--- src/rtl/uart_tx_port_if.sv ---
`default_nettype none
// ============================================================================
// Module   : uart_tx_port_if
// Purpose  : CPU-side write/status bundle for the uart_tx_port peripheral.
// Revision : 1.0 - initial release
// ============================================================================
interface uart_tx_port_if;
    logic        wr_en;
    logic [7:0]  wr_data;
    logic        clr_ovf;
    logic        tx;
    logic [31:0] status;

    modport master (output wr_en, output wr_data, output clr_ovf, input tx, input status);
    modport slave  (input wr_en, input wr_data, input clr_ovf, output tx, output status);
endinterface
`default_nettype wire

--- src/rtl/uart_tx_port.sv ---
`default_nettype none
// ============================================================================
// Module   : uart_tx_port
// Purpose  : FIFO-buffered UART transmitter (8N1, or 8E1 when the macro
//            UART_TX_PARITY_EN is defined) with a pollable status word.
// Revision : 1.0 - initial release
// ============================================================================
module uart_tx_port #(
    parameter int CLK_HZ = 23_000_000,
    parameter int BAUD   = 115200,
    parameter int DEPTH  = 8
) (
    input  wire logic        clk,
    input  wire logic        rst,
    uart_tx_port_if.slave    bus
);
    localparam int c_DIV = (CLK_HZ + BAUD / 2) / BAUD;
    localparam int c_AW  = $clog2(DEPTH);
    localparam int c_CW  = c_AW + 1;
    localparam int c_TW  = $clog2(c_DIV);
    localparam logic [c_TW-1:0] c_TLAST = c_TW'(c_DIV - 1);
    localparam logic [c_CW-1:0] c_FULL  = c_CW'(DEPTH);

    typedef enum logic [2:0] {
        S_IDLE   = 3'd0,
        S_START  = 3'd1,
        S_DATA   = 3'd2,
        S_PARITY = 3'd3,
        S_STOP   = 3'd4
    } state_t;

    logic [7:0]      r_mem [DEPTH];
    logic [c_AW-1:0] r_wr_ptr;
    logic [c_AW-1:0] r_rd_ptr;
    logic [c_CW-1:0] r_count;
    logic            r_ovf;
    state_t          r_state;
    logic [c_TW-1:0] r_timer;
    logic [2:0]      r_idx;
    logic [7:0]      r_shift;
    logic            r_tx;
`ifdef UART_TX_PARITY_EN
    logic            r_par;
`endif

    logic       w_empty;
    logic       w_full;
    logic       w_tick;
    logic       w_pop;
    logic       w_push;
    logic       w_ovf_evt;
    logic       w_busy;
    logic [7:0] w_head;

    assign w_empty   = (r_count == '0);
    assign w_full    = (r_count == c_FULL);
    assign w_tick    = (r_timer == c_TLAST);
    assign w_busy    = (r_state != S_IDLE);
    assign w_head    = r_mem[r_rd_ptr];
    // A pop happens when idle, or exactly on the last stop-bit cycle so frames abut.
    assign w_pop     = !w_empty && ((r_state == S_IDLE) || (r_state == S_STOP && w_tick));
    assign w_push    = bus.wr_en && (!w_full || w_pop);
    assign w_ovf_evt = bus.wr_en && w_full && !w_pop;

    assign bus.tx     = r_tx;
    assign bus.status = {20'b0, 4'(r_count), 4'b0, r_ovf, w_empty, w_full, w_busy};

    always_ff @(posedge clk) begin
        if (w_push) begin
            r_mem[r_wr_ptr] <= bus.wr_data;
        end
    end

    always_ff @(posedge clk) begin
        if (rst) begin
            r_wr_ptr <= '0;
            r_rd_ptr <= '0;
            r_count  <= '0;
            r_ovf    <= 1'b0;
        end else begin
            if (w_push) r_wr_ptr <= r_wr_ptr + c_AW'(1);
            if (w_pop)  r_rd_ptr <= r_rd_ptr + c_AW'(1);
            case ({w_push, w_pop})
                2'b10:   r_count <= r_count + c_CW'(1);
                2'b01:   r_count <= r_count - c_CW'(1);
                default: r_count <= r_count;
            endcase
            // A fresh overflow wins over a simultaneous clear.
            if (w_ovf_evt)        r_ovf <= 1'b1;
            else if (bus.clr_ovf) r_ovf <= 1'b0;
        end
    end

    always_ff @(posedge clk) begin
        if (rst) begin
            r_state <= S_IDLE;
            r_timer <= '0;
            r_idx   <= '0;
            r_shift <= '0;
            r_tx    <= 1'b1;
`ifdef UART_TX_PARITY_EN
            r_par   <= 1'b0;
`endif
        end else begin
            case (r_state)
                S_IDLE: begin
                    r_timer <= '0;
                    r_tx    <= 1'b1;
                    if (w_pop) begin
                        r_shift <= w_head;
`ifdef UART_TX_PARITY_EN
                        r_par   <= ^w_head;
`endif
                        r_tx    <= 1'b0;
                        r_state <= S_START;
                    end
                end
                S_START: begin
                    if (w_tick) begin
                        r_timer <= '0;
                        r_idx   <= '0;
                        r_tx    <= r_shift[0];
                        r_state <= S_DATA;
                    end else begin
                        r_timer <= r_timer + c_TW'(1);
                    end
                end
                S_DATA: begin
                    if (w_tick) begin
                        r_timer <= '0;
                        if (r_idx == 3'd7) begin
`ifdef UART_TX_PARITY_EN
                            r_tx    <= r_par;
                            r_state <= S_PARITY;
`else
                            r_tx    <= 1'b1;
                            r_state <= S_STOP;
`endif
                        end else begin
                            r_idx   <= r_idx + 3'd1;
                            r_shift <= r_shift >> 1;
                            r_tx    <= r_shift[1];
                        end
                    end else begin
                        r_timer <= r_timer + c_TW'(1);
                    end
                end
`ifdef UART_TX_PARITY_EN
                S_PARITY: begin
                    if (w_tick) begin
                        r_timer <= '0;
                        r_tx    <= 1'b1;
                        r_state <= S_STOP;
                    end else begin
                        r_timer <= r_timer + c_TW'(1);
                    end
                end
`endif
                S_STOP: begin
                    if (w_tick) begin
                        r_timer <= '0;
                        if (w_pop) begin
                            r_shift <= w_head;
`ifdef UART_TX_PARITY_EN
                            r_par   <= ^w_head;
`endif
                            r_tx    <= 1'b0;
                            r_state <= S_START;
                        end else begin
                            r_tx    <= 1'b1;
                            r_state <= S_IDLE;
                        end
                    end else begin
                        r_timer <= r_timer + c_TW'(1);
                    end
                end
                default: begin
                    r_timer <= '0;
                    r_tx    <= 1'b1;
                    r_state <= S_IDLE;
                end
            endcase
        end
    end
endmodule
`default_nettype wire
--- src/flat_wrapper.sv ---
// flat-port wrapper written by rule: the top's interface ports become plain ports
module uart_tx_port_flat 
#(
    parameter int CLK_HZ = 23_000_000,
    parameter int BAUD   = 115200,
    parameter int DEPTH  = 8
)
  (clk, rst, bus_wr_en, bus_wr_data, bus_clr_ovf, bus_tx, bus_status);
  uart_tx_port_if bus_i ();
  input  wire logic clk;
  input  wire logic rst;
  input wire logic [$bits(bus_i.wr_en)-1:0] bus_wr_en;
  input wire logic [$bits(bus_i.wr_data)-1:0] bus_wr_data;
  input wire logic [$bits(bus_i.clr_ovf)-1:0] bus_clr_ovf;
  output wire logic [$bits(bus_i.tx)-1:0] bus_tx;
  output wire logic [$bits(bus_i.status)-1:0] bus_status;
  assign bus_i.wr_en = bus_wr_en;
  assign bus_i.wr_data = bus_wr_data;
  assign bus_i.clr_ovf = bus_clr_ovf;
  assign bus_tx = bus_i.tx;
  assign bus_status = bus_i.status;
  uart_tx_port #(.CLK_HZ(CLK_HZ), .BAUD(BAUD), .DEPTH(DEPTH)) u_core (.clk(clk), .rst(rst), .bus(bus_i));
endmodule
--- config.mk ---
export PLATFORM = sky130hd
export DESIGN_NAME = uart_tx_port_flat
export DESIGN_NICKNAME = d
export VERILOG_FILES = /design/src/rtl/uart_tx_port_if.sv /design/src/rtl/uart_tx_port.sv /design/src/flat_wrapper.sv
export SDC_FILE = /design/constraint.sdc
export NUM_CORES = 1
export LEC_CHECK = 0
export CAP_MARGIN = 20
export CORE_MARGIN = 5
export CORE_UTILIZATION = 40
export DETAILED_ROUTE_END_ITERATION = 8
export PLACE_DENSITY = 0.61
export SLEW_MARGIN = 20
export SYNTH_ARGS = -nofsm -noshare
export SYNTH_HDL_FRONTEND = slang
export SYNTH_SLANG_ARGS = --single-unit
export TNS_END_PERCENT = 30
--- constraint.sdc ---
create_clock -name clk -period 3.01 [get_ports clk]
set_clock_uncertainty 0.2 [all_clocks]
set_input_delay 0.4515 -clock clk [delete_from_list [all_inputs] [get_ports clk]]
set_output_delay 0.4515 -clock clk [all_outputs]
set_load 0.1 [all_outputs]
==> metrics.yaml, run 1 <==
synth_top_area_share_pct: 42.2
syn_area_um2: 4550
cts_buffers: 9
startpoint: "u_core.r_timer[0]$_SDFF_PP0_"
start_util_pct: 40.4
synth_xor_xnor_area_share_pct: 1.92
gp_congestion: 0.784
cts_resized: 0
cp_max_fo: 5
syn_area_per_cell_um2: 12.1
synth-simple-area-share_pct: 14.0
fin_crit_ps: 2780
final_max_slew_viol_count: 0
ioPinCount: 45
ys.flop_type: "edfxtp_1"
synth-seq-cells: 101
synthCells: 376
max_clock_freq_mhz: 359
synthAdderAreaFrac_pct: 1.65
synth_edf_count: 64
ys_top_cells_by_count: "edfxtp_1 (64), dfxtp_1 (37), nor2_1 (32)"
wl_per_cell_um: 15.6
cts.path.max_buffers: 2
cts_hold_buf: 0
synthMuxAreaShare_pct: 7.12
htree_levels: 3
yosysMostFrequentCell: "edfxtp_1"
core-area_um2: 11300
powerDensity_nw_per_um2: 859
ant_nets: 0
slew_headroom_pct: 59.8
synth_top_family_by_area: "simple AND/OR/NAND/NOR gates"
endpoint_kind: "flop"
drv_cap: 0
dp_hpwl_um: 5850
grt_usage_pct: 13.6
viasPerCell: 5.21
ys_warn_count: 0
die_h_um: 117
max_stage_delay_ps: 460
n_antenna_cell: 0
timing.final.hold_violations: 0
regToRegStartpoint: "u_core.r_timer[0]$_SDFF_PP0_"
grt_pass1_vias: 2770
drc: 0
ys_seq_area_share_pct: 58.5
rsz0062_at_grt: "false"
ys_types: 55
p_int_mw: 2.69
grt_max_degree: 37
clock_power_share_pct: 25.8
place_ws_ps: 134
required_ps: 3030
antenna_found_initial: 0
port_buffers: 20
p_leak_nw: 1.81
post_dp_cell_area_um2: 4850
rows: 39
reg2reg_depth: 9
p_comb_share_pct: 34.8
worstPathCellList: "ha_1 -> nand4b_1 -> o21ai_1 -> nand2_1 -> xnor2_1 -> ha_1 -> or4_1 -> o22ai_1 -> mux2_1"
gr-total-overflow: 0
peakVddDrop_uv: 1030
first_pass_iters: 4
postCtsSetupBuffers: 0
areaGrowthSynthToFinish_pct: 13.0
synth-compound-area-share_pct: 9.59
die_w_um: 117
root_buffer: "clkbuf_16"
cts_tree: "yes"
power_frac_seq_pct: 39.3
crit_top_cell: "ha_1"
tightest_slew_ps: 588
period_share_pct: 92.5
cp_top_family: "simple AND/OR/NAND/NOR gates"
wirelength_um: 8630
hold-worst-slack_ps: 243
nets: 423
drt_iter0_markers: 116
critPathKind: "flop to flop"
crit_arrival_ps: 2810
path_buf_inv: 0
synth_area_leader_cell: "edfxtp_1"
min-delay-start: "u_core.r_timer[0]$_SDFF_PP0_"
startpoint_type: "flop"
vias: 2882
worst-path-stages: 9
outcome: "finished clean"
clk_latency_ps: 350
hp-class: "flop to flop"
cts_sinks: 101
power_switching_mw: 1.73
fin_tns_setup_ps: 0
setup_slack_ps: 226
p_sw_share_pct: 39.1
cpMaxStageDelayCell: "or4_1"
fin_area_um2: 5150
grt_pass1_wl_um: 14200
hold_path_depth: 1
die_area_um2: 13600
synth.area.top_cells: "edfxtp_1 (42%), dfxtp_1 (16%), buf_4 (4.6%)"
drive_gt1_share_pct: 17.8
path_clk_slew_ps: 70
async_reset_ff_share_pct: 0
setup_viol_count_final: 0
-- power groups by stage --
stage          Clock [mW]  Combinational (mW)  Sequential, mW
3_5_place_dp            0                1.54            1.77
2_1_floorplan           0                1.17            1.90
5_1_grt              1.23                1.68            1.77
6_report             1.14                1.54            1.74
4_1_cts              1.17                1.55            1.74
3_3_place_gp            0                1.53            1.77
-- routing by layer --
layer	global-route usage, %	vias to the layer above	wire length (um)
met4	7.34	0	224
met5	0	-	0
li1	-	1415	-
met2	21.2	51	4090
met1	18.2	1403	3910
met3	2.33	13	400
-- cells in the final DEF, fill, tap and decap left out, types with 3 or more instances in the layout --
cell             synthesis  routed
a2111oi_0               14      14
a211oi_1                 7       7
a21oi_1                 12      12
and3_1                   5       5
buf_4                   28      30
clkbuf_16                0       9
clkdlybuf4s50_1          0      11
conb_1                   1      24
dfxtp_1                 37      33
dfxtp_2                  0       4
edfxtp_1                64      64
ha_1                     6       6
inv_1                    4       4
mux2_1                   3       3
mux2_2                  12      12
mux2i_1                 11      11
nand2_1                 12      12
nand2b_1                 3       3
nand3_1                 13      13
nor2_1                  32      32
nor2b_1                 12      12
nor3_1                  16      16
nor3b_1                  5       5
o211ai_1                 3       3
o21ai_0                  4       4
o22ai_1                  8       8
or3_1                    3       3
xnor2_1                  4       4
xor2_1                   6       6
-- state kept, by name (all words and copies together) (netlist names), named ones only --
| signal | count |
|---|---|
| u_core.r_idx | 3 |
| u_core.r_count | 4 |
| u_core.r_shift | 8 |
| u_core.r_wr_ptr | 3 |
| u_core.r_timer | 8 |
| u_core.bus.tx | 1 |
| u_core.r_rd_ptr | 3 |
| u_core.r_ovf | 1 |
| u_core.r_mem | 64 |
| u_core.r_state | 3 |
-- cell type report --
class	instances	area (um^2)
Sequential cell	101	2670
Fill cell	1019	6130
Timing Repair Buffer	41	335
Clock buffer	9	225
Inverter	4	15.0
Tap cell	143	179
Clock inverter	7	71.3
Multi-Input combinational cell	248	1650
-- final timing paths --
path,end,slack [ps]
worst max-delay path,u_core.r_count[2]$_SDFFE_PP0P_,230
worst min-delay path,u_core.r_timer[0]$_SDFF_PP0_,240
worst max register to register,u_core.r_count[2]$_SDFFE_PP0P_,230
worst min register to register,u_core.r_timer[0]$_SDFF_PP0_,240
-- logic make-up (layout without fill, tap and decap cells) --
family | after synthesis | after routing
xor gates and xnor gates | 10 | 10
DFF | 101 | 101
muxes | 28 | 28
AOI/OAI and AO/OA | 62 | 62
adders and majority gates | 6 | 6
other | 1 | 24
buffers and inverters | 50 | 61
and+or+nand+nor | 118 | 118
-- metrics by stage --
step / cells / total power [mW] / util, %
finish: 553 / 4.42 / 45.7
global route: 553 / 4.68 / 45.7
CTS: 553 / 4.46 / 45.7
detailed placement: 537 / 3.31 / 43.0
global placement: 537 / 3.30 / 43.0
floorplan: 399 / 3.07 / -
Note: power is estimated with default switching activity, not from simulation.
==> inputs of run 2 (changes only) <==
Settings changed: CAP_MARGIN 20 to not set, MAX_ROUTING_LAYER set to met4, SKIP_CTS_REPAIR_TIMING set to 1.
==> run 2 against run 1 <==
Core utilization is the same. Clock-buffer cell count is the same. Power up 0.20%. Clock power about the same. Die area unchanged. Register-to-register slack hardly changed. Combinational power hardly changed. Cell count unchanged. Hold slack got worse by 1.2 ps. Largest cell class unchanged. Largest power group unchanged.
==> metrics.yaml, run 2 (same netlist as run 1, synthesis figures left out) <==
reg.largest.list: "u_core.r_mem (64), u_core.r_shift (8), u_core.r_timer (8)"
most-common-layout-cells: "edfxtp_1 (64), dfxtp_1 (33), nor2_1 (32)"
largest_reg_flops: 64  # unchanged
drc: 0  # unchanged
core-area_um2: 11300  # unchanged
min-delay-start: "u_core.r_timer[0]$_SDFF_PP0_"
ioPinCount: 45  # unchanged
crit_top_cell: "ha_1"
place_ws_ps: 134  # unchanged
hold-worst-slack_ps: 242  # -1.20 ps
timing.final.hold_violations: 0  # unchanged
wirelength_um: 8680  # +0.53%
cpMaxStageDelayCell: "or4_1"
antenna_found_initial: 0  # unchanged
drive_gt1_share_pct: 17.8  # unchanged
period_share_pct: 92.4  # about the same
gp_congestion: 0.795  # +1.4%
clk_latency_ps: 350  # about the same
post-route-util_pct: 45.7  # unchanged
first_pass_iters: 4  # unchanged
dp_hpwl_um: 5850  # unchanged
port_buffers: 20  # unchanged
tightest_slew_ps: 588  # +0.505 ps
path_buf_inv: 0  # unchanged
path_clk_slew_ps: 70  # about the same
post_dp_cell_area_um2: 4850  # unchanged
cts.path.max_buffers: 2  # unchanged
worst-path-stages: 9  # unchanged
drv_cap: 0  # unchanged
cts_sinks: 101  # unchanged
layout_commonest_cell: "edfxtp_1"
areaGrowthSynthToFinish_pct: 13.0  # unchanged
n_antenna_cell: 0  # unchanged
powerDensity_nw_per_um2: 861  # +0.20%
endpoint_kind: "flop"
peakVddDrop_uv: 1040  # +0.90%
r2r_slack_ps: 230  # about the same
cp_max_fo: 5  # unchanged
root_buffer: "clkbuf_16"
drt_iter0_markers: 128  # +10%
final_max_slew_viol_count: 0  # unchanged
die_h_um: 117  # unchanged
ant_nets: 0  # unchanged
htree_levels: 3  # unchanged
crit_arrival_ps: 2810  # about the same
slew_headroom_pct: 59.8  # about the same
cts_tree: "yes"
fin_area_um2: 5150  # unchanged
vias: 2890  # +0.28%
final_cells: 553  # unchanged
max_stage_delay_ps: 460  # about the same
fin_crit_ps: 2780  # -1.10 ps
setup.worst_path.end: "u_core.r_count[2]$_SDFFE_PP0P_"
cp_top_family: "simple AND/OR/NAND/NOR gates"
die_w_um: 117  # unchanged
setup_viol_count_final: 0  # unchanged
nets: 423  # unchanged
regToRegStartpoint: "u_core.r_timer[0]$_SDFF_PP0_"
wl_per_cell_um: 15.7  # +0.53%
grt_pass1_wl_um: 14200  # -0.15%
max_clock_freq_mhz: 359  # about the same
startpoint: "u_core.r_timer[0]$_SDFF_PP0_"
p_leak_nw: 1.81  # unchanged
die_area_um2: 13600  # unchanged
placed_cells: 537  # unchanged
gr-total-overflow: 0  # unchanged
rsz0062_at_grt: "false"
cts_buffers: 9  # unchanged
fill_cells: 1019  # unchanged
viasPerCell: 5.23  # +0.28%
r2r_end: "u_core.r_count[2]$_SDFFE_PP0P_"
regMostFlops: "u_core.r_mem"
rows: 39  # unchanged
grt_usage_pct: 14.0  # +0.37 points
reg2reg_depth: 9  # unchanged
fin_tns_setup_ps: 0  # unchanged
startpoint_type: "flop"
hp-class: "flop to flop"
required_ps: 3040  # about the same
outcome: "finished clean"
start_util_pct: 40.4  # unchanged
critPathKind: "flop to flop"
worstPathCellList: "ha_1 -> nand4b_1 -> o21ai_1 -> nand2_1 -> xnor2_1 -> ha_1 -> or4_1 -> o22ai_1 -> mux2_1"
p_total_mw: 4.43  # +0.20%
grt_max_degree: 37  # unchanged
grt_pass1_vias: 2780  # +0.36%
setup_slack_ps: 227  # +1.10 ps
run 2: cell counts in the layout (fill, tap and decap cells not counted):
No cell type changed its count.
run 2: worst min path at each step:
| stage | endpoint | slack (ps) | cells after the start |
|---|---|---|---|
| 2_1_floorplan | u_core.r_timer[0]$_SDFF_PP0_ | 210 | 1 |
| 3_3_place_gp | u_core.r_timer[0]$_SDFF_PP0_ | 220 | 1 |
| 3_5_place_dp | u_core.r_timer[0]$_SDFF_PP0_ | 230 | 1 |
| 4_1_cts | u_core.r_timer[0]$_SDFF_PP0_ | 240 | 1 |
| 5_1_grt | u_core.r_timer[0]$_SDFF_PP0_ | 280 | 1 |
| 6_report | u_core.r_timer[0]$_SDFF_PP0_ | 240 | 1 |
run 2: layout make-up:
cell class	instances	area [um^2]	share of cell area (%)
Timing Repair Buffer	41	335	6.52
Multi-Input combinational cell	248	1650	32.1
Clock inverter	7	71.3	1.39
Tap cell	143	179	3.48
Inverter	4	15.0	0.292
Sequential cell	101	2670	51.8
Clock buffer	9	225	4.38
run 2: report_power, final:
part	internal (mW)	switching [mW]
sequential	1.61	0.134
clock	0.586	0.559
combinational	0.503	1.04
run 2: routing by layer:
| metal | track usage, % | share of wire, % | vias to the layer above |
|---|---|---|---|
| li1 | - | - | 1418 |
| met1 | 18.0 | 47 | 1411 |
| met2 | 21.4 | 47 | 48 |
| met3 | 2.18 | 3.4 | 13 |
| met4 | 7.34 | 2.6 | 0 |
| met5 | - | 0 | - |
run 2: worst reg2reg max path, cell delays in order (launching register included):
cell and delay [ps]:
dfxtp_1 350, ha_1 240, nand4b_1 210, o21ai_1 240, nand2_1 110, xnor2_1 140
ha_1 180, or4_1 460, o22ai_1 180, mux2_1 340
==> inputs of run 3 (changes only) <==
Settings changed: CORE_ASPECT_RATIO set to 0.75.
Clock period 3.01 ns to 2.5 ns, I/O delays scaled along.
==> run 3 against run 2 <==
The run now ends with negative setup slack left. Non-clock buffer count up 20. Sequential cell count unchanged. Register-to-register slack worse by 310 ps. Sequential share of layout area down 2.3 points. Clock power up 11%. Clock-buffer cell count up 1. Die area up 0.16%. Cell area up 5.2%. Global-route usage up 0.29 points. Power up 25%. Maximum frequency up 7.9%. Core utilization up 3.4 points. Critical endpoint unchanged. Largest power group is now combinational logic. Highest routed layer unchanged.
==> metrics.yaml, run 3 (same netlist as run 1, synthesis figures left out) <==
wl_per_cell_um: 15.9  # +1.2%
antenna_found_initial: 0  # unchanged
port_buffers: 20  # unchanged
fin_crit_ps: 2580  # -203 ps
grt_pass1_wl_um: 14700  # +3.7%
wirelength_um: 9050  # +4.3%
tightest_slew_ps: 705  # +117 ps
cts.path.max_buffers: 2  # unchanged
drv_cap: 0  # unchanged
rsz0062_at_grt: "true"
drt_iter0_markers: 221  # +73%
cts_buffers: 9  # unchanged
ant_nets: 0  # unchanged
viasPerCell: 5.15  # -1.5%
max_stage_delay_ps: 480  # +20 ps
n_antenna_cell: 0  # unchanged
timing.final.hold_violations: 0  # unchanged
most-common-layout-cells: "edfxtp_1 (64), buf_4 (45), nor2_1 (30), dfxtp_1 (30), conb_1 (24)"
regMostFlops: "u_core.r_mem"
cts_sinks: 101  # unchanged
clk_latency_ps: 350  # about the same
die_area_um2: 13600  # +0.16%
grt_pass1_vias: 2891  # +4.0%
grt_usage_pct: 14.3  # +0.29 points
endpoint_kind: "flop"
start_util_pct: 41.3  # +0.91 points
critPathKind: "flop to flop"
rows: 33  # -15%
fin_tns_setup_ps: -79.6  # -79.6 ps
largest_reg_flops: 64  # unchanged
slew_headroom_pct: 51.8  # -8.0 points
post_dp_cell_area_um2: 5090  # +5.0%
cp_max_fo: 3  # -2
root_buffer: "clkbuf_16"
p_leak_nw: 1.93  # +6.7%
reg.largest.list: "u_core.r_mem (64), u_core.r_shift (8), u_core.r_timer (8)"
core-area_um2: 11000  # -2.2%
drive_gt1_share_pct: 25.6  # +7.8 points
cpMaxStageDelayCell: "or4_4"
violations: "negative setup slack"
htree_levels: 3  # unchanged
path_clk_slew_ps: 70  # about the same
hp-class: "flop to flop"
layout_commonest_cell: "edfxtp_1"
final_max_slew_viol_count: 0  # unchanged
areaGrowthSynthToFinish_pct: 18.9
max_clock_freq_mhz: 388  # +7.9%
cts_tree: "yes"
crit_arrival_ps: 2610  # -200 ps
period_share_pct: 103  # +11 points
setup_slack_ps: -79.6  # -307 ps
die_h_um: 102  # -12%
startpoint_type: "flop"
vias: 2934  # +1.5%
fin_area_um2: 5410  # +5.2%
worstPathCellList: "ha_4 -> nand4b_1 -> o21ai_2 -> nand2_2 -> xnor2_1 -> ha_2 -> or4_4 -> o22ai_2 -> mux2_4"
ioPinCount: 45  # unchanged
peakVddDrop_uv: 833  # -20%
nets: 443  # +4.7%
gp_congestion: 0.823  # +3.6%
first_pass_iters: 4  # unchanged
gr-total-overflow: 0  # unchanged
powerDensity_nw_per_um2: 1020  # +18%
required_ps: 2530  # -510 ps
p_total_mw: 5.52  # +25%
post-route-util_pct: 49.1  # +3.4 points
dp_hpwl_um: 6500  # +11%
drc: 0  # unchanged
die_w_um: 133  # +14%
setup_viol_count_final: 1  # +1
grt_max_degree: 37  # unchanged
outcome: "finished, violations left"
==> run 3: changes by cell type in the layout (fill, tap and decap cells not counted), moves of 2 or more <==
| cell | change |
|---|---|
| buf_4 | +15 |
| buf_12 | +4 |
| dfxtp_4 | +4 |
| dfxtp_1 | -3 |
| clkinv_4 | +2 |
| ha_1 | -2 |
| inv_8 | -2 |
| nor2_1 | -2 |
| nor2_2 | +2 |
| nor3_1 | -2 |
| nor3_2 | +2 |
| nor3b_1 | -2 |
| nor3b_2 | +2 |
==> run 3: final timing paths <==
path | from | end | slack [ps] | depth (start not counted)
worst max-delay path | u_core.r_timer[0]$_SDFF_PP0_ | u_core.r_count[2]$_SDFFE_PP0P_ | -80 | 9
worst min-delay path | u_core.r_idx[0]$_SDFFE_PP0P_ | u_core.r_idx[0]$_SDFFE_PP0P_ | 280 | 2
worst max register to register | u_core.r_timer[0]$_SDFF_PP0_ | u_core.r_count[2]$_SDFFE_PP0P_ | -80 | 9
worst min register to register | u_core.r_idx[0]$_SDFFE_PP0P_ | u_core.r_idx[0]$_SDFFE_PP0P_ | 280 | 2
==> run 3: stage by stage <==
| step | setup WS (ps) | cells | hold WS [ps] |
|---|---|---|---|
| 6_report | -79.6 | 570 | 276 |
| 5_1_grt | -197 | 570 | 308 |
| 4_1_cts | -126 | 570 | 280 |
| 3_5_place_dp | -387 | 554 | 256 |
| 3_3_place_gp | -361 | 554 | 237 |
| 2_1_floorplan | -217 | 399 | 216 |
==> run 3: layer usage <==
metal	routed length [um]	GRT usage (%)	vias to the layer above
li1	-	-	1449
met1	4480	19.7	1392
met2	3920	20.7	85
met3	513	4.08	8
met4	140	4.03	0
met5	0	-	-
==> run 3: layout make-up <==
class / instances / area [um^2]
Multi-Input combinational cell: 248 / 1730
Inverter: 4 / 15.0
Sequential cell: 101 / 2680
Fill cell: 965 / 5610
Tap cell: 140 / 175
Timing Repair Buffer: 61 / 539
Clock inverter: 6 / 46.3
Clock buffer: 10 / 229
==> run 3: power breakdown <==
part / leakage [nW] / switching [mW] / internal [mW] / total (mW)
combinational: 0.916 / 1.35 / 0.796 / 2.14
clock: 0.131 / 0.592 / 0.682 / 1.27
sequential: 0.887 / 0.155 / 1.95 / 2.10
total: 1.93 / 2.09 / 3.42 / 5.52
==> run 3: critical path, delay by kind of cell, from the launching register on <==
kind	cells	cell delay [ps]
adders and majority gates	2	300
xor gates and xnor gates	1	130
AOI/OAI and AO/OA	2	400
muxes	1	310
DFF	1	350
and+or+nand+nor	3	760
